--- src/rtl/decode_pkg.sv ---
// Shared encodings for the RV32I decode stage: opcodes, ALU ops, trap causes
// and the ID/EX control bundle.
package decode_pkg;

    localparam logic [6:0] OPC_LUI      = 7'b0110111;
    localparam logic [6:0] OPC_AUIPC    = 7'b0010111;
    localparam logic [6:0] OPC_JAL      = 7'b1101111;
    localparam logic [6:0] OPC_JALR     = 7'b1100111;
    localparam logic [6:0] OPC_BRANCH   = 7'b1100011;
    localparam logic [6:0] OPC_LOAD     = 7'b0000011;
    localparam logic [6:0] OPC_STORE    = 7'b0100011;
    localparam logic [6:0] OPC_OP_IMM   = 7'b0010011;
    localparam logic [6:0] OPC_OP       = 7'b0110011;
    localparam logic [6:0] OPC_MISC_MEM = 7'b0001111;
    localparam logic [6:0] OPC_SYSTEM   = 7'b1110011;

    localparam logic [2:0] ALU_ADD  = 3'd0;
    localparam logic [2:0] ALU_SLL  = 3'd1;
    localparam logic [2:0] ALU_SLT  = 3'd2;
    localparam logic [2:0] ALU_SLTU = 3'd3;
    localparam logic [2:0] ALU_XOR  = 3'd4;
    localparam logic [2:0] ALU_SR   = 3'd5;
    localparam logic [2:0] ALU_OR   = 3'd6;
    localparam logic [2:0] ALU_AND  = 3'd7;

    localparam logic [3:0] CAUSE_ILLEGAL    = 4'd2;
    localparam logic [3:0] CAUSE_BREAKPOINT = 4'd3;
    localparam logic [3:0] CAUSE_ECALL_M    = 4'd11;

    localparam logic [31:0] INSN_ECALL  = 32'h0000_0073;
    localparam logic [31:0] INSN_EBREAK = 32'h0010_0073;

    typedef struct packed {
        logic       rs1_en;
        logic [4:0] rs1_sel;
        logic       rs2_en;
        logic [4:0] rs2_sel;
        logic [4:0] rd_sel;
        logic [2:0] alu_funct3;
        logic       alu_alt;
        logic       alu_src_imm;
        logic       alu_src_pc;
        logic       is_load;
        logic       is_store;
        logic       is_branch;
        logic       is_jal;
        logic       is_jalr;
        logic [2:0] mem_funct3;
        logic       exception;
        logic [3:0] exception_cause;
    } idex_ctrl_t;

    // LB, LH, LW, LBU, LHU
    function automatic logic load_f3_ok(input logic [2:0] f3);
        return (f3 == 3'd0) || (f3 == 3'd1) || (f3 == 3'd2) || (f3 == 3'd4) || (f3 == 3'd5);
    endfunction

endpackage

--- src/rtl/decode_imm_gen.sv ---
// Immediate extraction: picks the I/S/B/U/J layout from the opcode and sign-extends.
module decode_imm_gen
    import decode_pkg::*;
(
    input  logic [31:0] instruction,
    output logic [31:0] imm
);

    logic [31:0] i;
    assign i = instruction;

    always_comb begin
        imm = '0;
        case (i[6:0])
            OPC_LUI, OPC_AUIPC: imm = {i[31:12], 12'b0};
            OPC_JAL:            imm = {{12{i[31]}}, i[19:12], i[20], i[30:21], 1'b0};
            OPC_BRANCH:         imm = {{20{i[31]}}, i[7], i[30:25], i[11:8], 1'b0};
            OPC_STORE:          imm = {{21{i[31]}}, i[30:25], i[11:7]};
            OPC_OP:             imm = '0;
            default:            imm = {{21{i[31]}}, i[30:20]};
        endcase
    end

endmodule

--- src/rtl/decode_stage.sv ---
// RV32I instruction decode: register-file read drive, load-use interlock,
// and the registered ID/EX control bundle.
module decode_stage
    import decode_pkg::*;
#(
    parameter logic [31:0] RESET_PC = 32'h0000_0000
) (
    input  logic        clk,
    input  logic        reset,
    input  logic        valid_in,
    input  logic [31:0] instruction_in,
    input  logic [31:0] pc_in,
    input  logic        stall_in,
    input  logic        invalidate,
    input  logic        ex_load_valid,
    input  logic [4:0]  ex_load_rd,
    output logic        stall_out,
    output logic        rs1_enable,
    output logic        rs2_enable,
    output logic [4:0]  rs1_sel,
    output logic [4:0]  rs2_sel,
    output logic        valid_out,
    output logic [31:0] pc_out,
    output logic [31:0] imm_out,
    output logic [4:0]  rd_sel_out,
    output logic [2:0]  alu_funct3,
    output logic        alu_alt,
    output logic        alu_src_imm,
    output logic        alu_src_pc,
    output logic        is_load,
    output logic        is_store,
    output logic        is_branch,
    output logic        is_jal,
    output logic        is_jalr,
    output logic [2:0]  mem_funct3,
    output logic        exception_out,
    output logic [3:0]  exception_cause
);

    idex_ctrl_t  dec, ctrl_q;
    logic        vld_q;
    logic [31:0] pc_q, imm_q, imm;
    logic        use_rs1, use_rs2, has_rd, illegal;
    logic        rs1_hz, rs2_hz, hz;
    logic [6:0]  opcode, f7;
    logic [2:0]  f3;

    assign opcode = instruction_in[6:0];
    assign f3     = instruction_in[14:12];
    assign f7     = instruction_in[31:25];

    decode_imm_gen u_imm_gen (
        .instruction (instruction_in),
        .imm         (imm)
    );

    always_comb begin
        dec         = '0;
        use_rs1     = 1'b0;
        use_rs2     = 1'b0;
        has_rd      = 1'b0;
        illegal     = 1'b0;
        dec.rs1_sel = instruction_in[19:15];
        dec.rs2_sel = instruction_in[24:20];
        if (instruction_in[1:0] != 2'b11) begin
            illegal = 1'b1;
        end else begin
            case (opcode)
                OPC_LUI: begin
                    has_rd          = 1'b1;
                    dec.alu_src_imm = 1'b1;
                end
                OPC_AUIPC: begin
                    has_rd          = 1'b1;
                    dec.alu_src_imm = 1'b1;
                    dec.alu_src_pc  = 1'b1;
                end
                OPC_JAL: begin
                    has_rd          = 1'b1;
                    dec.is_jal      = 1'b1;
                    dec.alu_src_imm = 1'b1;
                    dec.alu_src_pc  = 1'b1;
                end
                OPC_JALR: begin
                    illegal         = (f3 != 3'd0);
                    has_rd          = 1'b1;
                    use_rs1         = 1'b1;
                    dec.is_jalr     = 1'b1;
                    dec.alu_src_imm = 1'b1;
                end
                OPC_BRANCH: begin
                    // Branch condition travels in alu_funct3; execute interprets it under is_branch.
                    illegal        = (f3[2:1] == 2'b01);
                    use_rs1        = 1'b1;
                    use_rs2        = 1'b1;
                    dec.is_branch  = 1'b1;
                    dec.alu_funct3 = f3;
                end
                OPC_LOAD: begin
                    illegal         = !load_f3_ok(f3);
                    has_rd          = 1'b1;
                    use_rs1         = 1'b1;
                    dec.is_load     = 1'b1;
                    dec.mem_funct3  = f3;
                    dec.alu_src_imm = 1'b1;
                end
                OPC_STORE: begin
                    illegal         = (f3 > 3'd2);
                    use_rs1         = 1'b1;
                    use_rs2         = 1'b1;
                    dec.is_store    = 1'b1;
                    dec.mem_funct3  = f3;
                    dec.alu_src_imm = 1'b1;
                end
                OPC_OP_IMM: begin
                    illegal = ((f3 == ALU_SLL) && (f7 != 7'd0)) ||
                              ((f3 == ALU_SR) && ((f7 & 7'b1011111) != 7'd0));
                    has_rd          = 1'b1;
                    use_rs1         = 1'b1;
                    dec.alu_funct3  = f3;
                    dec.alu_alt     = (f3 == ALU_SR) && instruction_in[30];
                    dec.alu_src_imm = 1'b1;
                end
                OPC_OP: begin
                    illegal = ((f7 & 7'b1011111) != 7'd0) ||
                              (f7[5] && (f3 != ALU_ADD) && (f3 != ALU_SR));
                    has_rd         = 1'b1;
                    use_rs1        = 1'b1;
                    use_rs2        = 1'b1;
                    dec.alu_funct3 = f3;
                    dec.alu_alt    = instruction_in[30];
                end
                OPC_MISC_MEM: illegal = (f3 != 3'd0);
                OPC_SYSTEM: begin
                    if (instruction_in == INSN_ECALL) begin
                        dec.exception       = 1'b1;
                        dec.exception_cause = CAUSE_ECALL_M;
                    end else if (instruction_in == INSN_EBREAK) begin
                        dec.exception       = 1'b1;
                        dec.exception_cause = CAUSE_BREAKPOINT;
                    end else begin
                        illegal = 1'b1;
                    end
                end
                default: illegal = 1'b1;
            endcase
        end
        if (illegal) begin
            dec.exception       = 1'b1;
            dec.exception_cause = CAUSE_ILLEGAL;
        end
        if (dec.exception) begin
            {dec.is_load, dec.is_store, dec.is_branch, dec.is_jal, dec.is_jalr} = '0;
        end else if (has_rd) begin
            dec.rd_sel = instruction_in[11:7];
        end
        dec.rs1_en = valid_in && use_rs1;
        dec.rs2_en = valid_in && use_rs2;
    end

    // Loads already in writeback are covered by the register file's write-through.
    always_comb begin
        rs1_hz = dec.rs1_en && (dec.rs1_sel != 5'd0) &&
                 ((vld_q && ctrl_q.is_load && (ctrl_q.rd_sel == dec.rs1_sel)) ||
                  (ex_load_valid && (ex_load_rd == dec.rs1_sel)));
        rs2_hz = dec.rs2_en && (dec.rs2_sel != 5'd0) &&
                 ((vld_q && ctrl_q.is_load && (ctrl_q.rd_sel == dec.rs2_sel)) ||
                  (ex_load_valid && (ex_load_rd == dec.rs2_sel)));
        hz     = rs1_hz || rs2_hz;
    end

    assign stall_out = !invalidate && (stall_in || hz);

    // While stalled, re-read the held operands so writeback results get picked up.
    assign rs1_enable = stall_in ? (vld_q && ctrl_q.rs1_en) : dec.rs1_en;
    assign rs2_enable = stall_in ? (vld_q && ctrl_q.rs2_en) : dec.rs2_en;
    assign rs1_sel    = stall_in ? ctrl_q.rs1_sel : dec.rs1_sel;
    assign rs2_sel    = stall_in ? ctrl_q.rs2_sel : dec.rs2_sel;

    always_ff @(posedge clk) begin
        if (reset) begin
            vld_q  <= 1'b0;
            pc_q   <= RESET_PC;
            imm_q  <= '0;
            ctrl_q <= '0;
        end else if (invalidate) begin
            vld_q <= 1'b0;
        end else if (stall_in) begin
            vld_q <= vld_q;
        end else if (hz) begin
            vld_q <= 1'b0;
        end else begin
            vld_q  <= valid_in;
            pc_q   <= pc_in;
            imm_q  <= imm;
            ctrl_q <= valid_in ? dec : '0;
        end
    end

    assign valid_out       = vld_q;
    assign pc_out          = pc_q;
    assign imm_out         = imm_q;
    assign rd_sel_out      = ctrl_q.rd_sel;
    assign alu_funct3      = ctrl_q.alu_funct3;
    assign alu_alt         = ctrl_q.alu_alt;
    assign alu_src_imm     = ctrl_q.alu_src_imm;
    assign alu_src_pc      = ctrl_q.alu_src_pc;
    assign is_load         = ctrl_q.is_load;
    assign is_store        = ctrl_q.is_store;
    assign is_branch       = ctrl_q.is_branch;
    assign is_jal          = ctrl_q.is_jal;
    assign is_jalr         = ctrl_q.is_jalr;
    assign mem_funct3      = ctrl_q.mem_funct3;
    assign exception_out   = ctrl_q.exception;
    assign exception_cause = ctrl_q.exception_cause;

endmodule

--- config.mk ---
export PLATFORM = sky130hd
export DESIGN_NAME = decode_stage
export DESIGN_NICKNAME = d
export VERILOG_FILES = /design/src/rtl/decode_pkg.sv /design/src/rtl/decode_imm_gen.sv /design/src/rtl/decode_stage.sv
export SDC_FILE = /design/constraint.sdc
export NUM_CORES = 1
export LEC_CHECK = 0
export ABC_AREA = 0
export BUFFER_PORTS_ARGS = -buffer_cell sky130_fd_sc_hd__clkbuf_2
export CELL_PAD_IN_SITES_DETAIL_PLACEMENT = 1
export CELL_PAD_IN_SITES_GLOBAL_PLACEMENT = 2
export CORE_AREA = 2 2 136 138
export DETAILED_ROUTE_END_ITERATION = 8
export DIE_AREA = 0 0 138 140
export GPL_ROUTABILITY_DRIVEN = 0
export PLACE_DENSITY_LB_ADDON = 0.15
export SLEW_MARGIN = 20
export SYNTH_ARGS = -nofsm -noshare
export SYNTH_HDL_FRONTEND = slang
export SYNTH_HIERARCHICAL = 1
export SYNTH_SLANG_ARGS = --single-unit
--- constraint.sdc ---
create_clock -name clk -period 5.3 [get_ports clk]
set_input_delay 1.06 -clock clk [delete_from_list [all_inputs] [get_ports clk]]
set_output_delay 1.06 -clock clk [all_outputs]
set_load 0.01 [all_outputs]
==> results.cfg <==
[floorplan]
std_cell_rows = 49
io_pins = 177
fp.dieW_um = 138
core_um2 = 17800
initial_utilization_pct = 29.7
die_y_um = 140
die-area_um2 = 19300

[route]
avgViaCountPerCell = 5.38
drt_iter0_markers = 294
first_pass_iters = 4
vias = 5461
wl_per_cell_um = 20.5
ant_nets = 0
wl_um = 20800
drc = 0

[sta]
setup-violations-final = 0
slew_violations = 0
fin_crit_ps = 3840
period_share_pct = 72.5
clock_skew_ps = 8.88
relSlewSlack_pct = 41.2
clock.fmax_mhz = 260
rsz0062_at_grt = no
worstMarginPinSlew_ps = 882
hold_viol = 0
setup_tns_ps = 0

[place]
io_buffers = 175
dp.cells = 1000
hpwlAfterDp_um = 14300

[power]
p_per_area_nw_per_um2 = 269
peakVddDrop_mv = 0.165
leakage_nw = 2.57

[global_route]
antenna_found_initial = 0
grt-ovfl-total = 0
grt.total_usage_pct = 20.9
grt_start_max_net_pins = 102
grt_pass1_vias = 5545
grt_pass1_wl_um = 32200

[synthesis]
yosysSeqAreaShare_pct = 37.6
synth_cells = 672
async_reset_ff_share_pct = 0
synthFlopType = dfxtp_1
synth_area_um2 = 5270
postSynthAreaPerCell_um2 = 7.85
synth_warnings = 6
ys_ff_latch = 99
synth_cell_types = 54
synth-edff-count = 0
synth_fp_nets = 747

[layout]
nets = 857
diodes = 0
drive_above_1_share_pct = 28.6
syn_to_final_growth_pct = 20.5
fin_cells = 1015

[flow_run]
maxCapViolations = 0

[clocking]
cts_buffer_depth = 2
clock_latency_ps = 350
cts_buffers = 9
post_cts_buffers = 0
cts_resized = 0
clk_pin_slew_ps = 70
tritoncts = yes
cts.sinks = 99
ctsHoldBuffers = 0
root_buffer = clkbuf_16
htreeDepth = 3

[worst_setup_path]
path_class = primary input to register
crit_chain = clkbuf_2 -> and3b_1 -> o2111ai_1 -> nor2_1 -> a221oi_4 -> buf_4 -> nand2_2 -> o41ai_1
cp-start-kind = primary input
endpoint_kind = register
max_stage_delay_ps = 710
slowest_stage = buf_4
critical_path_arrival_ps = 4090
cp_data_required_time_ps = 5540
critPathMaxFanout = 76

[status]
run_status = finished, final reports clean

[hold_path]
hold_class = register to register
==> flip-flops by register name (all words and copies together) (netlist names), 3 cells and up <==
register / flops
alu_funct3: 3
ctrl_q: 12
exception_cause: 3
imm_out: 32
mem_funct3: 3
pc_out: 32
rd_sel_out: 5
==> cell families after synthesis <==
group	synth area share (%)
XOR/XNOR	3.49
flip-flops	37.6
AND/OR/NAND/NOR	21.2
multiplexers	2.56
other	0.0711
buffers and inverters	8.26
AO/OA/AOI/OAI	26.8
==> critical path, delay by kind of cell <==
| kind | cells | cell delay (ps) |
|---|---|---|
| buffers and inverters | 2 | 1010 |
| and+or+nand+nor | 3 | 920 |
| AOI/OAI and AO/OA | 3 | 1070 |
==> area by class of cell <==
| cell class | instances | area, µm² |
|---|---|---|
| fillers | 2208 | 11400 |
| flip-flops and latches | 99 | 1980 |
| clock inverters | 4 | 51.3 |
| inverters | 5 | 18.8 |
| repair buffers | 180 | 920 |
| clock buffers | 11 | 233 |
| well taps | 229 | 287 |
| multi-input cells | 487 | 2860 |
==> Yosys cell counts (12+ instances only) <==
| master | instances | share of area [%] |
|---|---|---|
| dfxtp_1 | 99 | 38 |
| mux2_2 | 12 | 2.6 |
| o21ai_1 | 22 | 2.1 |
| nor2b_1 | 30 | 3.6 |
| nor2_1 | 18 | 1.3 |
| xor2_1 | 19 | 3.2 |
| o21ai_0 | 103 | 9.8 |
| a21oi_1 | 83 | 7.9 |
| nand3_1 | 79 | 7.5 |
| clkbuf_1 | 45 | 3.2 |
| buf_4 | 23 | 3.3 |
| nand2_1 | 24 | 1.7 |
==> cells in the final DEF, fill, tap and decap left out, drive strengths merged, types with 5 or more instances in the layout <==
cell	instances
nor2b	30
nand3	79
buf	7
nor2	20
nor4	9
nor3	8
clkbuf	184
o31ai	5
o21ai	125
nand4	11
a21oi	83
nand2	25
dfxtp	99
xor2	19
inv	6
mux2	12
a21o	12
==> metal layers <==
metal / vias to the layer above / GRT usage, % / share of wire (%)
met5: - / 0 / 0
met4: 0 / 7.04 / 2.0
met3: 21 / 4.72 / 5.2
met2: 148 / 32.8 / 46
met1: 2667 / 28.4 / 47
li1: 2625 / - / -
==> final timing paths <==
kind,from,end,slack (ps),cells after the start
worst min-delay path,pc_out[20],pc_out[20],480,2
worst max-delay path,instruction_in[4],is_jalr,1460,8
worst max register to register,rd_sel_out[2],is_jalr,2260,7
worst min register to register,pc_out[20],pc_out[20],480,2
==> stage by stage <==
stage	cell area, µm²	util (%)	setup WS (ps)	hold slack [ps]	power [W]
2_1_floorplan	5270	-	1720	446	0.000951
3_3_place_gp	6060	34.1	1150	454	0.00106
3_5_place_dp	6060	34.1	1050	467	0.00107
4_1_cts	6340	35.7	1430	479	0.00173
5_1_grt	6350	35.7	1060	501	0.00179
6_report	6350	35.7	1460	478	0.00171
==> power breakdown <==
group | total (W) | internal [W] | leakage, nW | switching [W]
Combinational | 0.000267 | 0.0000899 | 1.63 | 0.000177
Sequential | 0.000783 | 0.000769 | 0.806 | 0.0000138
Clock | 0.000661 | 0.000365 | 0.136 | 0.000296
Total | 0.00171 | 0.00122 | 2.57 | 0.000487
Power figures use the tool's default switching activity.
